--- config.mk ---
export PLATFORM = sky130hd
export DESIGN_NAME = lfsr_interval_timer
export DESIGN_NICKNAME = d
export VERILOG_FILES = /design/src/rtl/lfsr_interval_timer.sv
export SDC_FILE = /design/constraint.sdc
export NUM_CORES = 1
export LEC_CHECK = 0
export ABC_AREA = 1
export CORE_ASPECT_RATIO = 1.2
export CORE_UTILIZATION = 53
export CTS_CLUSTER_SIZE = 40
export DETAILED_ROUTE_END_ITERATION = 6
export PLACE_DENSITY = 0.89
export SETUP_SLACK_MARGIN = 0.5
export SLEW_MARGIN = 20
export SYNTH_ARGS = -nofsm -noshare
export SYNTH_HDL_FRONTEND = slang
export SYNTH_SLANG_ARGS = --single-unit
--- constraint.sdc ---
create_clock -name clk -period 4 [get_ports clk]
set_clock_uncertainty 0.2 [all_clocks]
set_input_delay 0.8 -clock clk [delete_from_list [all_inputs] [get_ports clk]]
set_output_delay 0.8 -clock clk [all_outputs]
set_load 0.03 [all_outputs]
--- src/rtl/lfsr_interval_timer.sv ---
// rtl/lfsr_interval_timer.sv - XNOR-feedback LFSR interval timer with one-shot/periodic modes
//
// Purpose
//   The LFSR advances on qualified ticks (tick_en) while the timer runs. When the
//   registered LFSR value equals the terminal pattern latched at start, the timer
//   emits a registered one-cycle timeout pulse. It then reloads SEED and either
//   returns to IDLE (one-shot) or keeps running (periodic).
//
// Optional feature
//   LFSR_TIMER_TOCOUNT_EN : adds the CNT_W parameter and the timeout_count output,
//                           a saturating count of timeout pulses.
//
// Parameters
//   WIDTH  LFSR width in bits (>= 3)
//   TAPS   feedback tap mask, bit i set = lfsr[i] tapped
//   SEED   reload value; must not be all-ones (XNOR lock-up state)
//   CNT_W  width of timeout_count (LFSR_TIMER_TOCOUNT_EN only)
//
// Ports
//   clk            in   rising-edge clock
//   reset          in   synchronous, active-high
//   start          in   arm/restart timer
//   stop           in   abort timer, return to IDLE
//   mode_periodic  in   1 = auto-reload after timeout, latched on start
//   term_value     in   terminal LFSR pattern, latched on start
//   tick_en        in   LFSR steps only when 1
//   busy           out  1 while in RUN
//   timeout        out  registered 1-cycle pulse on terminal match
//   lfsr_state     out  current LFSR value
//   timeout_count  out  saturating timeout count (LFSR_TIMER_TOCOUNT_EN only)

module lfsr_interval_timer #(
  parameter int               WIDTH = 16,
  parameter logic [WIDTH-1:0] TAPS  = 16'h8016,
  parameter logic [WIDTH-1:0] SEED  = '0
`ifdef LFSR_TIMER_TOCOUNT_EN
  , parameter int             CNT_W = 8
`endif
) (
  input  logic             clk,
  input  logic             reset,
  input  logic             start,
  input  logic             stop,
  input  logic             mode_periodic,
  input  logic [WIDTH-1:0] term_value,
  input  logic             tick_en,
  output logic             busy,
  output logic             timeout,
  output logic [WIDTH-1:0] lfsr_state
`ifdef LFSR_TIMER_TOCOUNT_EN
  , output logic [CNT_W-1:0] timeout_count
`endif
);

  typedef enum logic {
    IDLE = 1'b0,
    RUN  = 1'b1
  } state_t;

  state_t           state_q, state_d;
  logic [WIDTH-1:0] lfsr_q, lfsr_d;
  logic [WIDTH-1:0] term_q, term_d;
  logic             mode_q, mode_d;
  logic             timeout_q, timeout_d;
  logic             start_from_idle;

  // XNOR feedback makes all-zeros a legal state, so a zero SEED works.
  // All-ones becomes the lock-up state instead.
  logic             feedback;
  logic [WIDTH-1:0] lfsr_next;

  assign feedback  = ~^(lfsr_q & TAPS);
  assign lfsr_next = {lfsr_q[WIDTH-2:0], feedback};

  always_ff @(posedge clk) begin
    if (reset) begin
      state_q   <= IDLE;
      lfsr_q    <= SEED;
      term_q    <= '0;
      mode_q    <= 1'b0;
      timeout_q <= 1'b0;
    end else begin
      state_q   <= state_d;
      lfsr_q    <= lfsr_d;
      term_q    <= term_d;
      mode_q    <= mode_d;
      timeout_q <= timeout_d;
    end
  end

  always_comb begin
    state_d         = state_q;
    lfsr_d          = lfsr_q;
    term_d          = term_q;
    mode_d          = mode_q;
    timeout_d       = 1'b0;
    start_from_idle = 1'b0;

    case (state_q)
      IDLE: begin
        // stop and tick_en have no effect here; the LFSR holds.
        if (start) begin
          lfsr_d          = SEED;
          term_d          = term_value;
          mode_d          = mode_periodic;
          state_d         = RUN;
          start_from_idle = 1'b1;
        end
      end

      RUN: begin
        if (stop) begin
          // stop beats both a simultaneous start and a pending match.
          state_d = IDLE;
          lfsr_d  = SEED;
        end else if (start) begin
          // A restart suppresses the pulse even on a match cycle.
          lfsr_d = SEED;
          term_d = term_value;
          mode_d = mode_periodic;
        end else if (lfsr_q == term_q) begin
          // The match is checked on the registered value, so it fires one cycle
          // after the terminal state is reached, whatever tick_en is doing.
          timeout_d = 1'b1;
          lfsr_d    = SEED;
          state_d   = mode_q ? RUN : IDLE;
        end else if (tick_en) begin
          lfsr_d = lfsr_next;
        end
      end

      default: begin
        state_d = IDLE;
        lfsr_d  = SEED;
      end
    endcase
  end

  assign busy       = (state_q == RUN);
  assign timeout    = timeout_q;
  assign lfsr_state = lfsr_q;

`ifdef LFSR_TIMER_TOCOUNT_EN
  logic [CNT_W-1:0] count_q;

  // Counts at the same edge that raises timeout, so the two appear together.
  // Only a fresh start from IDLE clears the count; a restart in RUN keeps it.
  always_ff @(posedge clk) begin
    if (reset) begin
      count_q <= '0;
    end else if (start_from_idle) begin
      count_q <= '0;
    end else if (timeout_d && (count_q != {CNT_W{1'b1}})) begin
      count_q <= count_q + 1'b1;
    end
  end

  assign timeout_count = count_q;
`endif

endmodule

==> results of run 1 <==
-- layer usage --
metal	global-route usage	routed length, µm
met2	0.405	1810
met1	0.263	1610
met3	0.0704	133
met4	0.0897	74
met5	0	0
-- sequential cells by signal (all words and copies together), names as in the netlist --
register,cells
busy,1
lfsr_state,16
mode_q,1
term_q,16
timeout,1
-- tightest hold or removal path, cell delays in order (launching register included) --
cell	delay [ns]
dfxtp_1	0.32
inv_1	0.06
a21oi_1	0.05
-- power by group --
part           total, W  switching [W]  leakage, nW  internal [W]
combinational  0.000185       0.000107        0.675     0.0000778
sequential     0.000393      0.0000188        0.289      0.000374
clock          0.000180       0.000111       0.0293     0.0000684
-- placed cells by master, fill, tap and decap left out, drive strengths merged --
cell	n
nor2	54
clkbuf	7
o31ai	1
xnor2	2
nand2	85
xor2	1
clkdlybuf4s50	39
inv	39
nor3	2
a21oi	21
clkinv	1
o21ai	17
dfxtp	35
nand3	10
-- cells by family after synthesis --
family	Yosys count
DFF	35
and+or+nand+nor	151
xor gates and xnor gates	3
buffers and inverters	50
AOI/OAI and AO/OA	39
-- worst paths after layout --
check / from / end / slack [ns] / cells past startpoint
worst max-delay path: lfsr_state[4]$_SDFFE_PP0P_ / lfsr_state[4] / 1.49 / 1
worst min-delay path: term_q[6]$_SDFFE_PP0P_ / term_q[6]$_SDFFE_PP0P_ / 0.27 / 2
worst max register to register: lfsr_state[1]$_SDFFE_PP0P_ / lfsr_state[7]$_SDFFE_PP0P_ / 2.02 / 11
worst min register to register: term_q[6]$_SDFFE_PP0P_ / term_q[6]$_SDFFE_PP0P_ / 0.27 / 2
-- metrics by stage --
stage	hold slack (ns)	instances	util
after floorplan	0.230	278	-
after global placement	0.252	342	0.680
after detailed placement	0.257	342	0.680
after CTS	0.273	350	0.696
after global routing	0.297	350	0.696
final	0.272	350	0.696
-- cell type report --
type,instances,area [µm²]
inverters,39,146
multi-input cells,193,833
clock buffers,7,45.0
flip-flops and latches,35,701
fillers,290,945
repair buffers,39,390
well taps,36,45.0
clock inverters,1,5.00
==> run_results.csv, run 1 <==
group,metric,value,unit
outcome,status,"finished clean",
sta,tightest_slew,0.931,ns
detailed_routing,drtPass1Iterations,4,
detailed_routing,wl_per_cell,10.3,µm
floorplan,initial_core_util,0.563,
critical_path,critPathBufInv,1,
cts,clockBufferDepth,2,
power,power.total,0.000757,W
sta,final_hold_viol_count,0,
placed_design,gp_congestion,0.797,
layout,syn2layout_area_growth,23.6,%
sta,tns,0,ns
cts,clk_pin_slew,0.10,ns
grt,grt_pass1_wl,6040,µm
floorplan,std_cell_rows,22,
floorplan,core_region_area,3110,µm²
cts,postCtsSetupBuffers,0,
grt,first_global_vias,1463,
critical_path,crit_path_end_kind,"output pin",
critical_path,critPathLaunchType,"flop",
floorplan,die_w,54.5,µm
synth,synthTopCellsByCount,"nand2_1 (82), nor2_1 (52), dfxtp_1 (35)",
detailed_routing,drc_errors,0,
layout,antenna_cells,0,
synth,synth_top_area_cell,"dfxtp_1",
critical_path,cp_top_family,"buffers and inverters",
synth,synth_top_family_by_area,"simple AND/OR/NAND/NOR gates",
sta,finalCriticalPeriod,2.51,ns
synth,synth_nets,300,
detailed_routing,routed_wl,3620,µm
detailed_routing,vias,1717,
grt,grt_max_degree,34,
synth,synth_cell_types,18,
synth,ys_seq_elements,35,
sta,worst_slack,1.49,ns
cts,cts_resized,0,
placed_design,dp_hpwl,2530,µm
placed_design,place_ws,1.28,ns
grt,antenna_found_initial,0,
cts,numCtsBuffers,5,
sta,setup_violations,0,
critical_path,crit_arrival,1.51,ns
critical_path,critPathKind,"flop to output pin",
critical_path,cp.required,3.00,ns
synth,synth_compound_area_frac,0.113,
synth,syn_avg_cell_area,6.30,µm²
sta,fmax,0.399,GHz
synth,synthArstFlopShare,0,
synth,synth_seq_area_share,0.400,
cts,tritoncts,"built",
hold_path,hold_path.class,"flop to flop",
sta,rsz0062_at_grt,"false",
sta,fin_crit_sh,0.627,
power,p_per_area,349,nW/µm²
sta,drv_slew,0,
cts,htree_levels,2,
critical_path,critPathMaxStageDelay,0.73,ns
synth,synthCells,278,
synth,synthMuxAreaShare,0,
cts,clk_latency,0.34,ns
grt,track_usage,0.236,
placed_design,io_buffer_count,39,
floorplan,die_h,65.0,µm
synth,synth_xor_area_frac,0.0150,
critical_path,slowest_stage,"clkdlybuf4s50_1",
synth,synth_simple_gate_area_frac,0.348,
critical_path,crit_path_cell_trace,"clkdlybuf4s50_1",
layout,fin_area,2170,µm²
synth,netlist.area_leader.share,0.400,
power,leakage,0.993,nW
flow_run,maxCapViolations,0,
cts,cts_sinks,35,
layout,final_nets,335,
detailed_routing,ant_nets,0,
synth,syn_area,1750,µm²
floorplan,ios,40,
synth,ys_warn_count,0,
detailed_routing,vias_per_cell,4.91,
grt,grt_overflow_total,0,
cts,cts-root-buf,"clkbuf_4",
synth,synth_fa_ha_area_frac,0,
synth,synthTopCellsByArea,"dfxtp_1 (40%), nand2_1 (18%), nor2_1 (11%), inv_1 (7.1%), a21oi_1 (6.0%)",
synth,synth_edf_count,0,
detailed_routing,first_iter_violations,48,
critical_path,cp_max_fo,5,
cts,hold_buffers,0,
floorplan,die_area,3540,µm²
sta,slew_headroom,0.379,
placed_design,placed_area,2120,µm²
synth,ys.flop_type,"dfxtp_1",
synth,yosysMostFrequentCell,"nand2_1",
power,irDropWorstVdd,0.000282,V
layout,drive_above_1_share,0.0541,
(Power assumes the default switching activity.)
==> inputs of run 2 (changes only) <==
--- a/config.mk
+++ b/config.mk
@@ -7,10 +7,10 @@
 export LEC_CHECK = 0
 export ABC_AREA = 1
 export CORE_ASPECT_RATIO = 1.2
-export CORE_UTILIZATION = 53
+export CORE_UTILIZATION = 49
 export CTS_CLUSTER_SIZE = 40
 export DETAILED_ROUTE_END_ITERATION = 6
-export PLACE_DENSITY = 0.89
+export PLACE_DENSITY = 0.83
 export SETUP_SLACK_MARGIN = 0.5
 export SLEW_MARGIN = 20
 export SYNTH_ARGS = -nofsm -noshare
==> constraint.sdc (replaced) <==
create_clock -name clk -period 2.5 [get_ports clk]
set_clock_uncertainty 0.2 [all_clocks]
set_input_delay 0.5 -clock clk [delete_from_list [all_inputs] [get_ports clk]]
set_output_delay 0.5 -clock clk [all_outputs]
set_load 0.03 [all_outputs]
==> run_results.csv, run 2 (synthesis gave the netlist of run 1 again) <==
group,metric,value,unit
placed_design,gp_congestion,0.794,
cts,numCtsBuffers,5,
layout,fillers,312,
critical_path,cp.required,1.80,ns
detailed_routing,routed_wl,3860,µm
critical_path,critPathBufInv,1,
critical_path,r2r-end,"lfsr_state[7]$_SDFFE_PP0P_",
detailed_routing,vias,1731,
sta,slew_headroom,0.715,
critical_path,cp_max_fo,1,
power,comb_power_share,0.224,
sta,finalCriticalPeriod,1.96,ns
cts,cts-root-buf,"clkbuf_8",
floorplan,die_h,67.5,µm
floorplan,die_w,56.6,µm
sta,drv_slew,0,
critical_path,cp_top_family,"buffers and inverters",
floorplan,initial_core_util,0.520,
critical_path,crit_path_cell_trace,"clkdlybuf4s50_1",
sta,tns,0,ns
placed_design,io_buffer_count,39,
critical_path,critPathKind,"flop to output pin",
cts,clk_latency,0.30,ns
grt,first_global_vias,1426,
sta,setup_violations,0,
floorplan,die_area,3820,µm²
critical_path,slowest_stage,"clkdlybuf4s50_1",
grt,grt_max_degree,23,
critical_path,critPathLaunchType,"flop",
placed_design,placed_area,2130,µm²
critical_path,critPathMaxStageDelay,0.66,ns
layout,fin_area,2270,µm²
sta,rsz0062_at_grt,"true",
sta,tightest_slew,0.427,ns
power,power.switching,0.000413,W
power,irDropWorstVdd,0.000530,V
sta,fin_crit_sh,0.784,
critical_path,crit_arrival,1.26,ns
layout,syn2layout_area_growth,29.6,%
flow_run,maxCapViolations,0,
layout,final_cell_mix,"nand2_1 (81), nor2_1 (50), dfxtp_1 (34), inv_1 (31), clkdlybuf4s50_1 (22)",
critical_path,cp.depth,1,
cts,cts_sinks,35,
critical_path,crit_path_end_kind,"output pin",
cts,htree_levels,2,
critical_path,r2r_setup_slack,0.62,ns
floorplan,ios,40,
layout,final_common_cell,"nand2_1",
detailed_routing,ant_nets,0,
layout,antenna_cells,0,
cts,clk_pin_slew,0.07,ns
critical_path,ff2ff_path_depth,12,
grt,antenna_found_initial,0,
grt,grt_pass1_wl,6110,µm
power,clockPowerShare,0.311,
power,sw_frac_of_total,0.305,
power,leakage,1.11,nW
detailed_routing,vias_per_cell,4.84,
grt,track_usage,0.214,
detailed_routing,wl_per_cell,10.8,µm
critical_path,critPathLaunch,"timeout$_SDFF_PP0_",
power,p_seq_frac,0.465,
power,p_int,0.000938,W
sta,final_hold_viol_count,0,
cts,clockBufferDepth,2,
layout,drive_above_1_share,0.0997,
hold_path,hold_path.class,"flop to flop",
layout,final_nets,343,
power,p_per_area,595,nW/µm²
critical_path,r2r-start,"lfsr_state[10]$_SDFFE_PP0P_",
placed_design,dp_hpwl,2540,µm
cts,tritoncts,"built",
detailed_routing,drc_errors,0,
floorplan,std_cell_rows,23,
outcome,status,"finished clean",
detailed_routing,drtPass1Iterations,4,
sta,fmax,0.510,GHz
grt,grt_overflow_total,0,
critical_path,setup.worst_path.end,"timeout",
floorplan,core_region_area,3370,µm²
detailed_routing,first_iter_violations,56,
[run 2: layer usage]
metal / part of all wire / GRT usage
met1: 0.44 / 0.256
met4: 0.025 / 0.119
met5: 0 / 0
met2: 0.49 / 0.347
met3: 0.052 / 0.0632
[run 2: worst min-delay path by stage]
stage | from | to | slack [ns] | depth (start not counted)
6_report | term_q[9]$_SDFFE_PP0P_ | term_q[9]$_SDFFE_PP0P_ | 0.27 | 2
5_1_grt | term_q[4]$_SDFFE_PP0P_ | term_q[4]$_SDFFE_PP0P_ | 0.28 | 2
4_1_cts | term_q[6]$_SDFFE_PP0P_ | term_q[6]$_SDFFE_PP0P_ | 0.27 | 2
3_5_place_dp | mode_q$_SDFFE_PP0P_ | busy$_SDFF_PP0_ | 0.25 | 2
3_3_place_gp | term_q[6]$_SDFFE_PP0P_ | term_q[6]$_SDFFE_PP0P_ | 0.25 | 2
2_1_floorplan | mode_q$_SDFFE_PP0P_ | busy$_SDFF_PP0_ | 0.23 | 2
[run 2: repair_timing]
item,in CTS,in global routing
hold buffers,0,0
setup endpoints to repair,33,27
hold endpoints to repair,0,0
setup buffers,5,0
cloned,1,0
gates resized for setup,20,7
[run 2: power groups by stage]
stage	clock, W	sequential, W	combinational, W
4_1_cts	0.000424	0.000628	0.000299
3_5_place_dp	0	0.000641	0.000297
3_3_place_gp	0	0.000640	0.000291
6_report	0.000420	0.000628	0.000303
5_1_grt	0.000438	0.000633	0.000339
2_1_floorplan	0	0.000672	0.000170
[run 2: layout make-up]
cell class / count / area (µm²) / share of cell area
clock buffers: 6 / 82.6 / 0.0364
inverters: 39 / 150 / 0.0662
multi-input cells: 193 / 855 / 0.377
repair buffers: 46 / 422 / 0.186
well taps: 37 / 46.3 / 0.0204
flip-flops and latches: 35 / 702 / 0.309
clock inverters: 1 / 5.00 / 0.00221
repair inverters: 1 / 7.51 / 0.00331
[run 2: metrics by stage]
| step | worst slack [ns] | hold WS, ns | util | power, W | instances |
|---|---|---|---|---|---|
| 5_1_grt | 0.495 | 0.281 | 0.674 | 0.00141 | 358 |
| 4_1_cts | 0.531 | 0.268 | 0.668 | 0.00135 | 358 |
| 2_1_floorplan | 0.704 | 0.230 | - | 0.000841 | 278 |
| 3_3_place_gp | 0.188 | 0.250 | 0.633 | 0.000931 | 345 |
| 3_5_place_dp | 0.107 | 0.251 | 0.633 | 0.000938 | 345 |
| 6_report | 0.539 | 0.266 | 0.674 | 0.00135 | 358 |
==> inputs of run 3 (changes only) <==
--- a/config.mk
+++ b/config.mk
@@ -7,10 +7,10 @@
 export LEC_CHECK = 0
 export ABC_AREA = 1
 export CORE_ASPECT_RATIO = 1.2
-export CORE_UTILIZATION = 49
+export CORE_UTILIZATION = 45
 export CTS_CLUSTER_SIZE = 40
 export DETAILED_ROUTE_END_ITERATION = 6
-export PLACE_DENSITY = 0.83
+export PLACE_DENSITY = 0.81
 export SETUP_SLACK_MARGIN = 0.5
 export SLEW_MARGIN = 20
 export SYNTH_ARGS = -nofsm -noshare
==> constraint.sdc (replaced) <==
create_clock -name clk -period 1.8 [get_ports clk]
set_clock_uncertainty 0.2 [all_clocks]
set_input_delay 0.36 -clock clk [delete_from_list [all_inputs] [get_ports clk]]
set_output_delay 0.36 -clock clk [all_outputs]
set_load 0.03 [all_outputs]
==> run_results.csv, run 3 (synthesis gave the netlist of run 1 again) <==
group,metric,value,unit
cts,clk_pin_slew,0.07,ns
flow_run,maxCapViolations,0,
detailed_routing,routed_wl,5300,µm
sta,slew_headroom,0.719,
floorplan,core_region_area,3660,µm²
detailed_routing,vias,2002,
floorplan,std_cell_rows,24,
floorplan,ios,40,
power,power.total,0.00205,W
layout,fin_area,2840,µm²
layout,syn2layout_area_growth,62.0,%
cts,cts-root-buf,"clkbuf_8",
placed_design,placed_area,2320,µm²
placed_design,gp_congestion,0.814,
critical_path,cp.required,1.77,ns
detailed_routing,first_iter_violations,109,
grt,grt_overflow_total,0,
cts,cts_sinks,35,
placed_design,dp_hpwl,2820,µm
outcome,status,"finished clean",
sta,fmax,0.559,GHz
hold_path,hold_depth,2,
cts,htree_levels,2,
detailed_routing,ant_nets,0,
hold_path,whs_endpoint,"term_q[7]$_SDFFE_PP0P_",
critical_path,cp_max_fo,5,
critical_path,r2r_setup_slack,0.01,ns
placed_design,io_buffer_count,39,
power,leakage,1.33,nW
critical_path,critPathKind,"flop to flop",
sta,fin_crit_sh,0.994,
critical_path,crit_arrival,1.76,ns
layout,final_common_cell,"nand2_1",
layout,final_nets,373,
detailed_routing,wl_per_cell,13.1,µm
grt,first_global_vias,1788,
grt,track_usage,0.251,
sta,finalCriticalPeriod,1.79,ns
grt,grt_pass1_wl,7970,µm
layout,final_cell_mix,"nand2_1 (77), nor2_1 (44), buf_6 (27), buf_4 (22), a21oi_1 (20)",
layout,fillers,263,
cts,tritoncts,"built",
grt,antenna_found_initial,0,
sta,drv_slew,0,
layout,antenna_cells,0,
sta,rsz0062_at_grt,"true",
critical_path,r2r-start,"lfsr_state[4]$_SDFFE_PP0P_",
grt,grt_max_degree,18,
detailed_routing,drc_errors,0,
sta,final_hold_viol_count,0,
sta,setup_violations,0,
power,irDropWorstVdd,0.000422,V
detailed_routing,drtPass1Iterations,4,
sta,tns,0,ns
critical_path,r2r-end,"lfsr_state[15]$_SDFFE_PP0P_",
hold_path,hold_path.class,"flop to flop",
power,p_per_area,723,nW/µm²
floorplan,initial_core_util,0.478,
floorplan,die_w,59.0,µm
hold_path,hp-start,"term_q[7]$_SDFFE_PP0P_",
floorplan,die_h,70.3,µm
critical_path,crit_path_end_kind,"flop",
cts,clockBufferDepth,2,
layout,drive_above_1_share,0.398,
cts,clk_latency,0.28,ns
detailed_routing,vias_per_cell,4.96,
critical_path,critPathLaunchType,"flop",
floorplan,die_area,4150,µm²
critical_path,ff2ff_path_depth,12,
sta,tightest_slew,0.419,ns
cts,numCtsBuffers,5,
run 3: cell types whose count changed in the layout (fill, tap and decap cells not counted), moves of 11 or more:
cell,delta
buf_4,+15
inv_1,-12
dfxtp_4,+17
buf_6,+27
o21ai_0,-15
inv_2,+11
dfxtp_1,-23
dlygate4sd2_1,-14
run 3: layout make-up:
type                    instances  area (µm²)  share of cell area
well taps                      52        65.1              0.0229
flip-flops and latches         35         773               0.272
inverters                      39         161              0.0569
clock buffers                   7        86.3              0.0304
repair buffers                 73         736               0.259
multi-input cells             194         986               0.347
repair inverters                3        26.3             0.00926
clock inverters                 1        3.75             0.00132
run 3: routing by layer:
metal / part of all wire / vias up / GRT usage
met1: 0.42 / 932 / 0.310
met3: 0.040 / 19 / 0.0389
li1: - / 991 / -
met2: 0.50 / 60 / 0.428
met4: 0.039 / 0 / 0.0899
met5: 0 / - / 0
run 3: power by group:
part,switching (W),internal (W),leakage (nW)
Clock,0.000280,0.000307,0.0459
Combinational,0.000317,0.000268,0.980
Sequential,0.0000525,0.000827,0.303
Total,0.000649,0.00140,1.33
run 3: what timing repair did:
| item | CTS | global route |
|---|---|---|
| resized for setup | 145 | 62 |
| setup buffers | 9 | 11 |
| gates cloned | 4 | 1 |
| pin swaps | 19 | 22 |
| hold buffers | 0 | 0 |
| endpoints found under the setup margin | 53 | 53 |
run 3: worst max-delay path by stage:
stage / start / to / slack (ns) / cells past startpoint
final: lfsr_state[4]$_SDFFE_PP0P_ / lfsr_state[15]$_SDFFE_PP0P_ / 0.01 / 12
after global routing: lfsr_state[7]$_SDFFE_PP0P_ / lfsr_state[15]$_SDFFE_PP0P_ / -0.07 / 11
after CTS: lfsr_state[11]$_SDFFE_PP0P_ / lfsr_state[6]$_SDFFE_PP0P_ / 0.11 / 12
after detailed placement: start / lfsr_state[10]$_SDFFE_PP0P_ / -0.16 / 9
after global placement: stop / term_q[14]$_SDFFE_PP0P_ / -0.13 / 7
after floorplan: lfsr_state[2]$_SDFFE_PP0P_ / lfsr_state[1]$_SDFFE_PP0P_ / 0.20 / 12
run 3: critical path, cell delays in order, from the launching register on:
cell     delay [ns]
dfxtp_4        0.38
inv_2          0.05
nand2_1        0.05
nand2_1        0.06
nor2_1         0.12
nand2_1        0.08
nor2_2         0.15
nand2_4        0.13
nand2_8        0.12
buf_6          0.13
nand3_2        0.07
nand2_2        0.08
nor2_1         0.06
run 3: metrics by stage:
step	worst slack, ns	hold slack [ns]	utilization	std cells
2_1_floorplan	0.196	0.230	-	278
3_3_place_gp	-0.126	0.251	0.635	371
3_5_place_dp	-0.164	0.259	0.635	371
4_1_cts	0.108	0.262	0.715	392
5_1_grt	-0.0654	0.280	0.775	404
6_report	0.0106	0.255	0.775	404
